`src/rtl/hmcs_key_matrix.sv`:
```
// hmcs_key_matrix
// Input-side companion to the HMCS44A core. It debounces a raw key matrix
// and two interrupt keys, then returns the rows of the columns the MCU is
// strobing on its D port as R0 input data.
//
// All debouncing runs on a slow sample tick taken from a free-running
// divider. A key changes its debounced level only after DB_COUNT consecutive
// ticks that all disagree with the current level. A single agreeing sample
// restarts that count. The row return is a plain registered OR-reduction. It
// runs on every clock, so a strobe change is visible to the MCU one cycle
// later.

module hmcs_key_matrix #(
  parameter int NCOLS    = 16,
  parameter int NROWS    = 4,
  parameter int DIV      = 4,
  parameter int DB_COUNT = 3,
  parameter int INVERT   = 0
) (
  input  logic                   clk,
  input  logic                   reset,
  input  logic [NCOLS*NROWS-1:0] i_keys,
  input  logic [1:0]             i_int_keys,
  input  logic [NCOLS-1:0]       i_D,
  output logic [NROWS-1:0]       o_R,
  output logic                   o_int0,
  output logic                   o_int1,
  output logic [NCOLS*NROWS-1:0] o_keys
);

  // Matrix keys occupy the low indices. The two interrupt keys sit on top,
  // so one debounce loop covers every input.
  localparam int NKEYS = NCOLS * NROWS;
  localparam int NIN   = NKEYS + 2;

  localparam int DIV_W = (DIV > 1) ? $clog2(DIV) : 1;
  localparam int CNT_W = $clog2(DB_COUNT) + 1;

  localparam logic [DIV_W-1:0] DIV_LAST = DIV_W'(DIV - 1);
  localparam logic [CNT_W-1:0] CNT_LAST = CNT_W'(DB_COUNT - 1);

  logic [DIV_W-1:0] div;
  logic             tick;
  logic [NIN-1:0]   raw;
  logic [NIN-1:0]   db;
  logic [CNT_W-1:0] cnt [NIN];
  logic [NROWS-1:0] rows;

  assign tick = (div == DIV_LAST);
  assign raw  = {i_int_keys, i_keys};

  // Sample divider: count 0..DIV-1 and flag the last count as the tick.
  // NOTE: state is updated with non-blocking assignments so every register
  // samples the pre-edge values, regardless of statement order.
  always_ff @(posedge clk) begin
    if (reset) begin
      div <= '0;
    end else if (tick) begin
      div <= '0;
    end else begin
      div <= div + DIV_W'(1);
    end
  end

  // Per-input debounce: accept a new level after DB_COUNT differing ticks.
  // NOTE: the counter array is reset explicitly. A reset that lands in the
  // middle of a press must discard the partial count, so leaving this storage
  // unreset would cause early acceptance after release.
  always_ff @(posedge clk) begin
    if (reset) begin
      db <= '0;
      for (int k = 0; k < NIN; k++) begin
        cnt[k] <= '0;
      end
    end else if (tick) begin
      for (int k = 0; k < NIN; k++) begin
        if (raw[k] == db[k]) begin
          cnt[k] <= '0;
        end else if (cnt[k] == CNT_LAST) begin
          db[k]  <= raw[k];
          cnt[k] <= '0;
        end else begin
          cnt[k] <= cnt[k] + CNT_W'(1);
        end
      end
    end
  end

  // Row selection: OR together the debounced rows of every strobed column.
  // NOTE: rows gets a default before the loop. Without it, a column that is
  // never strobed would leave rows unassigned on that path and infer a latch.
  always_comb begin
    rows = '0;
    for (int c = 0; c < NCOLS; c++) begin
      if (i_D[c]) begin
        rows = rows | db[c*NROWS +: NROWS];
      end
    end
  end

  // Row return register: updated on every clock, polarity chosen by INVERT.
  always_ff @(posedge clk) begin
    if (reset) begin
      o_R <= (INVERT != 0) ? '1 : '0;
    end else begin
      o_R <= (INVERT != 0) ? ~rows : rows;
    end
  end

  // The debounce flops already register these outputs, so they drive the
  // MCU pins directly with no extra stage.
  assign o_keys = db[NKEYS-1:0];
  assign o_int0 = db[NKEYS];
  assign o_int1 = db[NKEYS+1];

endmodule

```
`config.mk`:
```
export PLATFORM = sky130hd
export DESIGN_NAME = hmcs_key_matrix
export DESIGN_NICKNAME = d
export VERILOG_FILES = /design/src/rtl/hmcs_key_matrix.sv
export SDC_FILE = /design/constraint.sdc
export NUM_CORES = 1
export LEC_CHECK = 0
export CORE_MARGIN = 8
export CORE_UTILIZATION = 25
export DETAILED_ROUTE_END_ITERATION = 8
export PLACE_DENSITY = 0.53
export SYNTH_ARGS = -nofsm -noshare
export SYNTH_HDL_FRONTEND = slang
export SYNTH_SLANG_ARGS = --single-unit
```
`constraint.sdc`:
```
create_clock -name clk -period 19.1 [get_ports clk]
set_clock_uncertainty 0.2 [all_clocks]
set_input_delay 5.73 -clock clk [delete_from_list [all_inputs] [get_ports clk]]
set_output_delay 5.73 -clock clk [all_outputs]
set_load 0.005 [all_outputs]
```
# Yosys cells after proc, flatten, opt, wreduce, memory -nomap -nowiden
# Memory sizes are Yosys's and may differ from the RTL's.
# Index checks and enable logic that the tools add are counted.
[op_classes]
muxes = 1140
n_eq_ne = 133
bitwise_logic = 279
n_reduce_logical = 67
n_addsub = 67
[ops]
columns = ["cell", "count"]
rows = [
  ["2-to-1 mux 1 bit", 926],
  ["2-to-1 mux 3 bit", 198],
  ["adder 3 x 1 -> 3 bit, second input constant", 66],
  ["== test 3 x 2 -> 1 bit, second input constant", 66],
  ["bitwise OR 1 bit", 198],
  ["AND reduction 3 bit", 66],
  ["== test 1 bit", 66],
  ["NOT 1 bit", 66],
  ["2-to-1 mux 4 bit", 16],
  ["bitwise OR 4 bit", 15],
  ["adder 2 x 1 -> 2 bit, second input constant", 1],
  ["== test 2 bit, second input constant", 1],
  ["OR reduction 2 bit", 1],
]
[totals]
register_bits = 72
mem_bits_rw = 198
n_memories = 1
output_inout_bits = 70
[memory_table]
columns = ["memory", "words", "word_bits", "rd", "rd_ports_with_merged_regs", "write_ports", "line_no", "rtl"]
rows = [
  ["cnt", 66, 3, 66, 0, 66, "46", "logic [CNT_W-1:0] cnt [NIN];"],
]

# Longest topological paths before layout
# Gate-level depths: netlist of the first run.
[logic_depth]
depth_word = 31
ltp_mapped = 8
ltp_nobuf = 5

# Worst setup path after synthesis of the first run
# No wires, ideal clock.
[synth_timing]
path_kind = "in2reg"
from = "input reset"
to = "memory cnt[0][0] (netlist name), enable pin"
t_required_ns = 18.325
t_arrival_ns = 10.277
setup_slack_ns = 8.048
path_buffers = 1
setup_ns = 0.575
path_stages = 2
path_cell_list = "buf_2 > or2_1"
[synth_lines]
columns = ["element", "line_no", "rtl"]
rows = [
  ["from (decl)", "21", "input logic reset,"],
  ["to (decl)", "46", ""],
]

==> tab_implementation.tex, run 1 <==
\begin{tabular}{lr}
\hline
Metric & Value \\
\hline
\multicolumn{2}{l}{\textbf{Power}} \\
\quad Leakage dissipation & 7.10 nW \\
\quad Maximum ir drop on the vdd rail & 0.0561 mV \\
\quad Clock network fraction of design power & 0.441 \\
\quad Power density normalized to cell area & 80.6 mW/mm2 \\
\quad Net switching component of the power & 0.348 mW \\
\quad Total internal power & 1.09 mW \\
\quad Pwr Total & 1.44 mW \\
\quad Sequential Power Share & 0.474 \\
\quad Switch share & 0.242 \\
\quad Logic pwr share & 0.085 \\
\multicolumn{2}{l}{\textbf{STA}} \\
\quad Unrepaired setup endpoints after global routing & false \\
\quad Setup total negative slack & 0 ns \\
\quad Min setup slack post-route & 11.25 ns \\
\quad Min Clock Period, post-route & 7.85 ns \\
\quad Number of endpoints failing setup at the final stage & 0 \\
\quad Final Hold Violating Endpoints & 0 \\
\quad Slew @ Worst Pin & 1.08 ns \\
\quad Fmax & 127 MHz \\
\quad Crit share post-route & 0.411 \\
\quad Post-Route Hold Slack & 0.235 ns \\
\quad Slew Limit Fails & 0 \\
\quad Max\_slew headroom & 0.279 \\
\multicolumn{2}{l}{\textbf{Global routing}} \\
\quad Wire length of the first global-routing pass & 59.5 mm \\
\quad GRT Total Usage & 0.117 \\
\quad GRT met3 Usage & 0.0427 \\
\quad Antenna violations before repair & 2 \\
\quad Sum of overflow across all layers after global routing & 0 \\
\quad Met1 track demand over resource & 0.163 \\
\quad Via count of the first global-routing pass & 9903 \\
\quad Most congested layer reported by global routing & met2 \\
\quad Maximum number of pins on one net before global-route repair & 79 \\
\quad GRT met2 Usage & 0.170 \\
\multicolumn{2}{l}{\textbf{Floorplan}} \\
\quad Die ar. & 0.0657 mm2 \\
\quad Effective utilization at floorplan & 0.252 \\
\quad Site Rows & 88 \\
\quad Chip height & 256 um \\
\quad Core region area & 0.0574 mm2 \\
\quad Floorplan die width & 256 um \\
\quad Count of pins on the block boundary & 154 \\
\multicolumn{2}{l}{\textbf{Flow run}} \\
\quad Max cap viols & 0 \\
\multicolumn{2}{l}{\textbf{Layout}} \\
\quad Layout filler cell count & 5824 \\
\quad NumNets Final & 1741 \\
\quad Layout cell share with drive strength beyond 1 & 0.0413 \\
\quad Layout Cell Area excl Fill & 0.0179 mm2 \\
\quad Post-synthesis to final-layout area growth & 23.8\% \\
\multicolumn{2}{l}{\textbf{Detailed routing}} \\
\quad Post-route ant nets & 0 \\
\quad Remaining routing DRC violations & 0 \\
\quad Via count normalized by instance count & 4.36 \\
\quad Wirelength, routed & 38.9 mm \\
\quad Starting DRC count in detailed routing & 660 \\
\quad Drt first pass iters & 5 \\
\quad Via count & 10092 \\
\quad Final routed wire length divided by cell count & 16.8 um \\
\multicolumn{2}{l}{\textbf{Synth}} \\
\quad Most common library cells after synthesis & nor2\_1 (310), edfxtp\_1 (198), ha\_1 (133), inv\_1 (125), mux2i\_1 (110) \\
\quad Warnings, synthesis & 0 \\
\quad Post-Synthesis Cell Area & 0.0144 mm2 \\
\quad Instance count of the mapped netlist & 1360 \\
\quad EDFF count, synth & 198 \\
\quad Cell taking the most area after synthesis & edfxtp\_1 \\
\quad Synthesized netlist net count & 1577 \\
\quad Leading post-synthesis cells by cell area & edfxtp\_1 (41\%), ha\_1 (12\%), dfxtp\_1 (10\%), nor2\_1 (8.1\%), mux2i\_1 (7.6\%) \\
\quad Most used DFF post-synth & edfxtp\_1 \\
\quad Mean area per synthesized cell & 10.6 um2 \\
\quad Flip-flop and latch count after synthesis & 270 \\
\quad Cell with the most instances after synthesis & nor2\_1 \\
\quad Synth cell types & 28 \\
\quad Area fraction of the dominant cell type after synthesis & 0.412 \\
\quad Share of synthesized flip-flops with an asynchronous set or reset & 0 \\
\quad Fraction of the yosys area taken by sequential cells & 0.512 \\
\multicolumn{2}{l}{\textbf{Clock network}} \\
\quad Clock insertion delay at the later pin of the skew report & 0.52 ns \\
\quad Total clock sinks & 270 \\
\quad Setup Fix Bufs, Post-CTS & 0 \\
\quad Count of instances resized after the clock tree is built & 0 \\
\quad Number of buffers inserted by hold repair at cts & 0 \\
\quad CTS root buffer & clkbuf\_16 \\
\quad Clock transition at the register clock pins on the worst setup and hold paths after CTS & 0.06 ns \\
\quad H-Tree Level Count & 2 \\
\quad Buffer levels on the longest clock path & 3 \\
\quad CTS buffer count & 34 \\
\quad CTS tree & yes \\
\multicolumn{2}{l}{\textbf{Placement}} \\
\quad Routability Congestion & 0.759 \\
\quad Setup WS pre-CTS & 10.63 ns \\
\quad Half-perimeter wire length after detailed placement & 28.4 mm \\
\quad Cell area reported after detailed placement & 0.0168 mm2 \\
\quad Count of port buffers added during placement & 153 \\
\multicolumn{2}{l}{\textbf{Critical path}} \\
\quad Arr. time, crit path & 7.80 ns \\
\quad Setup Crit Path Kind & in -> reg \\
\quad Worst endpoint required time & 19.05 ns \\
\quad Endpoint kind of the worst setup timing path & register \\
\quad Maximum fanout encountered on the critical timing path & 78 \\
\quad Critical path launch point type & primary input \\
\multicolumn{2}{l}{\textbf{Hold path}} \\
\quad Hold/Removal Path Class & reg -> reg \\
\multicolumn{2}{l}{\textbf{Outcome}} \\
\quad Outcome & completed \\
\hline
\end{tabular}
==> cell type report <==
cell class	count	area (um2)	share of cell area
clock buffers	45	953	0.0533
clock inverters	16	138	0.00770
multi-input cells	934	6390	0.358
diodes	2	5.00	0.000280
well taps	765	957	0.0536
flip-flops and latches	270	7390	0.413
repair buffers	159	1570	0.0879
inverters	125	469	0.0263
==> through the flow <==
step,std cells,utilization
floorplan,1360,-
global placement,2253,0.292
detailed placement,2253,0.292
CTS,2314,0.311
global route,2314,0.311
finish,2316,0.312
==> worst max-delay path, stage by stage <==
cell,delay [ns]
buf_2,0.35
or2_4,0.68
buf_4,0.92
==> sequential cells by signal, indices dropped and copies added, names as in the netlist <==
register,count
div,2
db,66
cnt,198
o_R,4
==> power groups by stage <==
stage / combinational [mW] / sequential [mW] / clock [mW]
after floorplan: 0.0753 / 0.693 / 0
after global placement: 0.121 / 0.693 / 0
after detailed placement: 0.123 / 0.695 / 0
after CTS: 0.124 / 0.683 / 0.658
after global routing: 0.138 / 0.688 / 0.680
final: 0.122 / 0.683 / 0.635
==> path summary, 6_finish.rpt <==
kind / start / end / slack [ns] / cells past startpoint
setup / recovery: reset / cnt[19][0]$_SDFFCE_PN0P_ / 11.25 / 3
hold / removal: div[0]$_SDFF_PP0_ / div[0]$_SDFF_PP0_ / 0.24 / 1
setup reg to reg: div[0]$_SDFF_PP0_ / cnt[65][1]$_SDFFCE_PN0P_ / 15.93 / 7
hold reg to reg: div[0]$_SDFF_PP0_ / div[0]$_SDFF_PP0_ / 0.24 / 1
==> layer usage <==
layer  vias up  wire [um]
met2       256      15900
met5         -          0
li1       5005          -
met4         0        708
met1      4786      19200
met3        45       3190
==> cell usage in the layout (no fill, tap or decap), drive strengths merged, types with 36 or more instances in the layout <==
cell,synthesis,final
inv,125,127
ha,133,133
nor2,310,310
nand3b,66,66
nor3,58,58
edfxtp,198,198
dfxtp,72,72
xnor2,36,36
clkbuf,7,45
o21ai,36,36
mux2i,110,110
clkdlybuf4s50,0,152
==> cell families after synthesis <==
logic type	count (synthesis)	share of synthesized area
xor gates and xnor gates	66	0.0400
and+or+nand+nor	531	0.170
AOI/OAI and AO/OA	94	0.0406
muxes	110	0.0763
buffers and inverters	156	0.0463
DFF	270	0.512
adders and majority gates	133	0.115
Power figures use the tool's default switching activity.
==> run 2: changes to the inputs <==
clock period = 7.3 ns   (was 19.1 ns; I/O delays follow)
==> tab_implementation.tex, run 2 (synthesized netlist as in run 1, its figures left out) <==
\begin{tabular}{lr}
\hline
Metric & Value \\
\hline
\multicolumn{2}{l}{\textbf{Outcome}} \\
\quad Outcome & completed \\
\multicolumn{2}{l}{\textbf{Clock network}} \\
\quad Setup Fix Bufs, Post-CTS & 0 (unchanged) \\
\quad Clock transition at the register clock pins on the worst setup and hold paths after CTS & 0.06 ns (about the same) \\
\quad CTS buffer count & 35 (+2.9\%) \\
\quad Clock insertion delay at the later pin of the skew report & 0.54 ns (+0.02 ns) \\
\quad Count of instances resized after the clock tree is built & 0 (unchanged) \\
\quad H-Tree Level Count & 2 (unchanged) \\
\quad Number of buffers inserted by hold repair at cts & 0 (unchanged) \\
\quad CTS root buffer & clkbuf\_16 \\
\quad Buffer levels on the longest clock path & 3 (unchanged) \\
\quad CTS tree & yes \\
\quad Total clock sinks & 270 (unchanged) \\
\multicolumn{2}{l}{\textbf{Critical path}} \\
\quad Buffering stage count on the worst path with inverters included & 1 (-1) \\
\quad CP cell instances & clkdlybuf4s50\_1 \\
\quad Arr. time, crit path & 1.72 ns (-6.08 ns) \\
\quad Maximum fanout encountered on the critical timing path & 4 (-95\%) \\
\quad Worst endpoint required time & 4.91 ns (-14.14 ns) \\
\quad Setup Crit Path Kind & reg -> out \\
\quad Endpoint kind of the worst setup timing path & output pin \\
\quad Worst-path cell with the longest stage delay & clkdlybuf4s50\_1 \\
\quad Delay of the slowest critical-path stage & 0.60 ns (-0.32 ns) \\
\quad Setup slack, reg-to-reg & 4.05 ns (-11.88 ns) \\
\quad Critical path launch point type & register \\
\quad Logic depth of the worst setup path including buffers & 1 (-2) \\
\quad Top cell family by delay on the critical path & buffers and inverters \\
\quad Reg2reg path depth & 7 (unchanged) \\
\multicolumn{2}{l}{\textbf{Flow run}} \\
\quad Max cap viols & 0 (unchanged) \\
\multicolumn{2}{l}{\textbf{Detailed routing}} \\
\quad Starting DRC count in detailed routing & 572 (-13\%) \\
\quad Via count & 10202 (+1.1\%) \\
\quad Post-route ant nets & 0 (unchanged) \\
\quad Remaining routing DRC violations & 0 (unchanged) \\
\quad Drt first pass iters & 5 (unchanged) \\
\quad Via count normalized by instance count & 4.40 (+1.0\%) \\
\quad Wirelength, routed & 39.2 mm (+0.66\%) \\
\quad Final routed wire length divided by cell count & 16.9 um (+0.58\%) \\
\multicolumn{2}{l}{\textbf{STA}} \\
\quad Max\_slew headroom & 0.289 (+0.0102) \\
\quad Final Hold Violating Endpoints & 0 (unchanged) \\
\quad Setup total negative slack & 0 ns (unchanged) \\
\quad Slew Limit Fails & 0 (unchanged) \\
\quad Slew @ Worst Pin & 1.07 ns (-0.0154 ns) \\
\quad Min Clock Period, post-route & 4.11 ns \\
\quad Crit share post-route & 0.562 \\
\quad Unrepaired setup endpoints after global routing & false \\
\quad Min setup slack post-route & 3.19 ns (-8.05 ns) \\
\quad Number of endpoints failing setup at the final stage & 0 (unchanged) \\
\quad Fmax & 244 MHz \\
\multicolumn{2}{l}{\textbf{Floorplan}} \\
\quad Site Rows & 88 (unchanged) \\
\quad Die ar. & 0.0657 mm2 (unchanged) \\
\quad Floorplan die width & 256 um (unchanged) \\
\quad Core region area & 0.0574 mm2 (unchanged) \\
\quad Chip height & 256 um (unchanged) \\
\quad Effective utilization at floorplan & 0.252 (unchanged) \\
\quad Count of pins on the block boundary & 154 (unchanged) \\
\multicolumn{2}{l}{\textbf{Layout}} \\
\quad Post-synthesis to final-layout area growth & 24.4\% \\
\quad Largest registers & cnt (198), db (66), o\_R (4) \\
\quad Register with the highest flop count & cnt \\
\quad Non-filler instance count after layout & 2318 (+0.086\%) \\
\quad Number of flip-flops under the largest register name & 198 (unchanged) \\
\quad Layout cell share with drive strength beyond 1 & 0.0432 (+0.00185) \\
\quad Most common cell after layout, fill and taps aside & nor2\_1 \\
\quad Layout Cell Area excl Fill & 0.0180 mm2 (+0.47\%) \\
\quad Highest-count cells in the layout ignoring fill and taps & nor2\_1 (310), edfxtp\_1 (198), clkdlybuf4s50\_1 (152), ha\_1 (132), inv\_1 (125) \\
\quad NumNets Final & 1742 (+0.057\%) \\
\multicolumn{2}{l}{\textbf{Global routing}} \\
\quad GRT Total Usage & 0.118 (+0.000544) \\
\quad Antenna violations before repair & 3 (+1) \\
\quad Sum of overflow across all layers after global routing & 0 (unchanged) \\
\quad Wire length of the first global-routing pass & 59.8 mm (+0.38\%) \\
\quad Via count of the first global-routing pass & 10053 (+1.5\%) \\
\quad Maximum number of pins on one net before global-route repair & 85 (+7.6\%) \\
\multicolumn{2}{l}{\textbf{Power}} \\
\quad Logic pwr share & 0.084 (about the same) \\
\quad Sequential Power Share & 0.465 (-0.009) \\
\quad Maximum ir drop on the vdd rail & 0.115 mV (+110\%) \\
\quad Leakage dissipation & 7.14 nW (+0.48\%) \\
\quad Total internal power & 2.92 mW (+170\%) \\
\quad Clock network fraction of design power & 0.452 (+0.011) \\
\quad Pwr Total & 3.84 mW (+170\%) \\
\quad Net switching component of the power & 0.924 mW (+170\%) \\
\quad Power density normalized to cell area & 214 mW/mm2 (+170\%) \\
\quad Switch share & 0.240 (-0.00141) \\
\multicolumn{2}{l}{\textbf{Placement}} \\
\quad Placed cell count & 2253 (unchanged) \\
\quad Half-perimeter wire length after detailed placement & 28.1 mm (-1.1\%) \\
\quad Setup WS pre-CTS & 2.65 ns (-7.99 ns) \\
\quad Count of port buffers added during placement & 153 (unchanged) \\
\quad Routability Congestion & 0.765 (+0.88\%) \\
\quad Cell area reported after detailed placement & 0.0168 mm2 (about the same) \\
\multicolumn{2}{l}{\textbf{Hold path}} \\
\quad Worst hold path stage count & 1 (unchanged) \\
\quad Hold/Removal Path Class & reg -> reg \\
\hline
\end{tabular}
## run 2: metal layers
layer / track usage / vias to the layer above / wire (um)
met1: 0.161 / 4886 / 18800
met5: 0 / - / 27
met4: 0.0337 / 4 / 716
li1: - / 4997 / -
met3: 0.0387 / 53 / 3100
met2: 0.175 / 262 / 16500
## run 2: area by class of cell
cell class | count | area, um2
Antenna cell | 1 | 2.50
Clock buffer | 45 | 975
Clock inverter | 19 | 190
Fill cell | 5801 | 39400
Inverter | 125 | 469
Multi-Input combinational cell | 934 | 6390
Sequential cell | 270 | 7390
Tap cell | 765 | 957
Timing Repair Buffer | 159 | 1580
## run 2: power by group through the flow
| stage | clock network [mW] | registers [mW] | logic (mW) |
|---|---|---|---|
| final | 1.74 | 1.79 | 0.322 |
| after global routing | 1.85 | 1.80 | 0.362 |
| after CTS | 1.81 | 1.79 | 0.326 |
| after detailed placement | 0 | 1.82 | 0.324 |
| after global placement | 0 | 1.81 | 0.319 |
| after floorplan | 0 | 1.81 | 0.197 |
## run 2: final timing paths
kind / startpoint / to
hold / removal: div[0]$_SDFF_PP0_ / div[0]$_SDFF_PP0_
hold reg to reg: div[0]$_SDFF_PP0_ / div[0]$_SDFF_PP0_
setup / recovery: db[60]$_SDFFE_PP0P_ / o_keys[60]
setup reg to reg: div[0]$_SDFF_PP0_ / cnt[11][1]$_SDFFCE_PN0P_
## run 2: metrics by stage
stage / hold slack, ns / utilization
after floorplan: 0.199 / -
after detailed placement: 0.224 / 0.293
final: 0.230 / 0.313
after global placement: 0.220 / 0.293
after global routing: 0.261 / 0.313
after CTS: 0.233 / 0.313
==> run 3: changes to the inputs <==
PLACE_DENSITY = 0.54   (was 0.53)
clock period = 3.4 ns   (was 7.3 ns; I/O delays follow)
==> tab_implementation.tex, run 3 (synthesized netlist as in run 1, its figures left out) <==
\begin{tabular}{lr}
\hline
Metric & Value \\
\hline
\multicolumn{2}{l}{\textbf{STA}} \\
\quad Min Clock Period, post-route & 2.92 ns \\
\quad Number of endpoints failing setup at the final stage & 0 (unchanged) \\
\quad Setup total negative slack & 0 ns (unchanged) \\
\quad Min setup slack post-route & 0.477 ns (-2.72 ns) \\
\quad Slew Limit Fails & 0 (unchanged) \\
\quad Crit share post-route & 0.860 \\
\quad Slew @ Worst Pin & 0.787 ns (-0.279 ns) \\
\quad Post-Route Hold Slack & 0.229 ns (-0.000971 ns) \\
\quad Final Hold Violating Endpoints & 0 (unchanged) \\
\quad Unrepaired setup endpoints after global routing & false \\
\quad Max\_slew headroom & 0.475 (+0.186) \\
\quad Fmax & 342 MHz \\
\multicolumn{2}{l}{\textbf{Floorplan}} \\
\quad Floorplan die width & 256 um (unchanged) \\
\quad Effective utilization at floorplan & 0.252 (unchanged) \\
\quad Die ar. & 0.0657 mm2 (unchanged) \\
\quad Core region area & 0.0574 mm2 (unchanged) \\
\quad Count of pins on the block boundary & 154 (unchanged) \\
\quad Site Rows & 88 (unchanged) \\
\quad Chip height & 256 um (unchanged) \\
\multicolumn{2}{l}{\textbf{Flow run}} \\
\quad Max cap viols & 0 (unchanged) \\
\multicolumn{2}{l}{\textbf{Detailed routing}} \\
\quad Drt first pass iters & 5 (unchanged) \\
\quad Starting DRC count in detailed routing & 551 (-3.7\%) \\
\quad Via count normalized by instance count & 4.42 (+0.42\%) \\
\quad Wirelength, routed & 39.3 mm (+0.30\%) \\
\quad Via count & 10280 (+0.76\%) \\
\quad Post-route ant nets & 0 (unchanged) \\
\quad Final routed wire length divided by cell count & 16.9 um (about the same) \\
\quad Remaining routing DRC violations & 0 (unchanged) \\
\multicolumn{2}{l}{\textbf{Clock network}} \\
\quad Buffer levels on the longest clock path & 3 (unchanged) \\
\quad H-Tree Level Count & 2 (unchanged) \\
\quad Setup Fix Bufs, Post-CTS & 0 (unchanged) \\
\quad Clock insertion delay at the later pin of the skew report & 0.54 ns (about the same) \\
\quad Clock transition at the register clock pins on the worst setup and hold paths after CTS & 0.06 ns (about the same) \\
\quad CTS tree & yes \\
\quad Number of buffers inserted by hold repair at cts & 0 (unchanged) \\
\quad CTS root buffer & clkbuf\_16 \\
\quad CTS buffer count & 35 (unchanged) \\
\quad Total clock sinks & 270 (unchanged) \\
\quad Count of instances resized after the clock tree is built & 0 (unchanged) \\
\multicolumn{2}{l}{\textbf{Critical path}} \\
\quad Top cell family by delay on the critical path & buffers and inverters \\
\quad Setup Crit Path Kind & reg -> out \\
\quad Arr. time, crit path & 1.70 ns (-0.02 ns) \\
\quad Worst-path cell with the longest stage delay & clkdlybuf4s50\_1 \\
\quad Maximum fanout encountered on the critical timing path & 4 (unchanged) \\
\quad CP cell instances & clkdlybuf4s50\_1 \\
\quad Buffering stage count on the worst path with inverters included & 1 (unchanged) \\
\quad Delay of the slowest critical-path stage & 0.60 ns (about the same) \\
\quad Worst endpoint required time & 2.18 ns (-2.73 ns) \\
\quad Endpoint kind of the worst setup timing path & output pin \\
\quad Critical path launch point type & register \\
\multicolumn{2}{l}{\textbf{Power}} \\
\quad Power density normalized to cell area & 454 mW/mm2 (+110\%) \\
\quad Sequential Power Share & 0.470 (+0.005) \\
\quad Switch share & 0.242 (+0.00167) \\
\quad Pwr Total & 8.16 mW (+110\%) \\
\quad Leakage dissipation & 7.15 nW (+0.24\%) \\
\quad Total internal power & 6.19 mW (+110\%) \\
\quad Maximum ir drop on the vdd rail & 0.281 mV (+140\%) \\
\quad Net switching component of the power & 1.97 mW (+110\%) \\
\quad Clock network fraction of design power & 0.445 (-0.007) \\
\quad Logic pwr share & 0.085 (about the same) \\
\multicolumn{2}{l}{\textbf{Global routing}} \\
\quad Sum of overflow across all layers after global routing & 0 (unchanged) \\
\quad Via count of the first global-routing pass & 9933 (-1.2\%) \\
\quad GRT Total Usage & 0.117 (-0.000780) \\
\quad Maximum number of pins on one net before global-route repair & 74 (-13\%) \\
\quad Antenna violations before repair & 9 (+6) \\
\quad Wire length of the first global-routing pass & 59.2 mm (-0.99\%) \\
\multicolumn{2}{l}{\textbf{Outcome}} \\
\quad Outcome & completed \\
\multicolumn{2}{l}{\textbf{Placement}} \\
\quad Setup WS pre-CTS & 0.709 ns (-1.94 ns) \\
\quad Half-perimeter wire length after detailed placement & 28.7 mm (+2.2\%) \\
\quad Count of port buffers added during placement & 153 (unchanged) \\
\quad Routability Congestion & 0.793 (+3.6\%) \\
\multicolumn{2}{l}{\textbf{Layout}} \\
\quad Register with the highest flop count & cnt \\
\quad NumNets Final & 1749 (+0.40\%) \\
\quad Post-synthesis to final-layout area growth & 24.6\% \\
\quad Number of flip-flops under the largest register name & 198 (unchanged) \\
\quad Highest-count cells in the layout ignoring fill and taps & nor2\_1 (310), edfxtp\_1 (198), clkdlybuf4s50\_1 (152), ha\_1 (132), inv\_1 (125) \\
\quad Largest registers & cnt (198), db (66), o\_R (4) \\
\quad Layout filler cell count & 5788 (-0.22\%) \\
\quad Layout cell share with drive strength beyond 1 & 0.0430 (-0.000194) \\
\quad Post-layout util & 0.314 (+0.000567) \\
\quad Most common cell after layout, fill and taps aside & nor2\_1 \\
\multicolumn{2}{l}{\textbf{Hold path}} \\
\quad Hold/Removal Path Class & reg -> reg \\
\hline
\end{tabular}
-- run 3: cell count changes in the layout (fill, tap and decap cells not counted) --
cell	change
clkbuf_8	-1
clkbuf_1	+5
buf_4	+5
diode_2	+1
buf_12	+2
clkinvlp_4	-2
clkinv_1	+2
bufinv_16	-1
clkinv_2	-3
-- run 3: power groups by stage --
stage	registers, mW	clock network (mW)	logic (mW)
global placement	3.89	0	0.687
floorplan	3.87	0	0.424
finish	3.83	3.63	0.694
detailed placement	3.90	0	0.702
CTS	3.83	3.78	0.706
global route	3.86	3.91	0.781
-- run 3: path summary, 6_finish.rpt --
kind	endpoint	depth (start not counted)	from	slack (ns)
max reg2reg	db[38]$_SDFFE_PP0P_	5	div[0]$_SDFF_PP0_	1.39
min reg2reg	div[0]$_SDFF_PP0_	1	div[0]$_SDFF_PP0_	0.23
max	o_keys[44]	1	db[44]$_SDFFE_PP0P_	0.48
min	div[0]$_SDFF_PP0_	1	div[0]$_SDFF_PP0_	0.23
-- run 3: area by class of cell --
type | count | area, um2 | area share
Clock inverter | 15 | 138 | 0.00765
Inverter | 125 | 469 | 0.0261
Tap cell | 765 | 957 | 0.0532
Timing Repair Buffer | 166 | 1660 | 0.0924
Antenna cell | 2 | 5.00 | 0.000278
Multi-Input combinational cell | 934 | 6390 | 0.355
Sequential cell | 270 | 7390 | 0.411
Clock buffer | 49 | 980 | 0.0545
-- run 3: through the flow --
stage,std cells,cell area (um2)
after floorplan,1360,14400
after global placement,2260,16900
after detailed placement,2260,16900
after CTS,2324,18000
after global routing,2324,18000
final,2326,18000
-- run 3: per-layer routing --
metal / up-vias / global-route usage / wire length, um
li1: 5002 / - / -
met4: 14 / 0.0337 / 932
met1: 4949 / 0.157 / 18400
met5: - / 0 / 95
met2: 257 / 0.169 / 16200
met3: 58 / 0.0493 / 3600
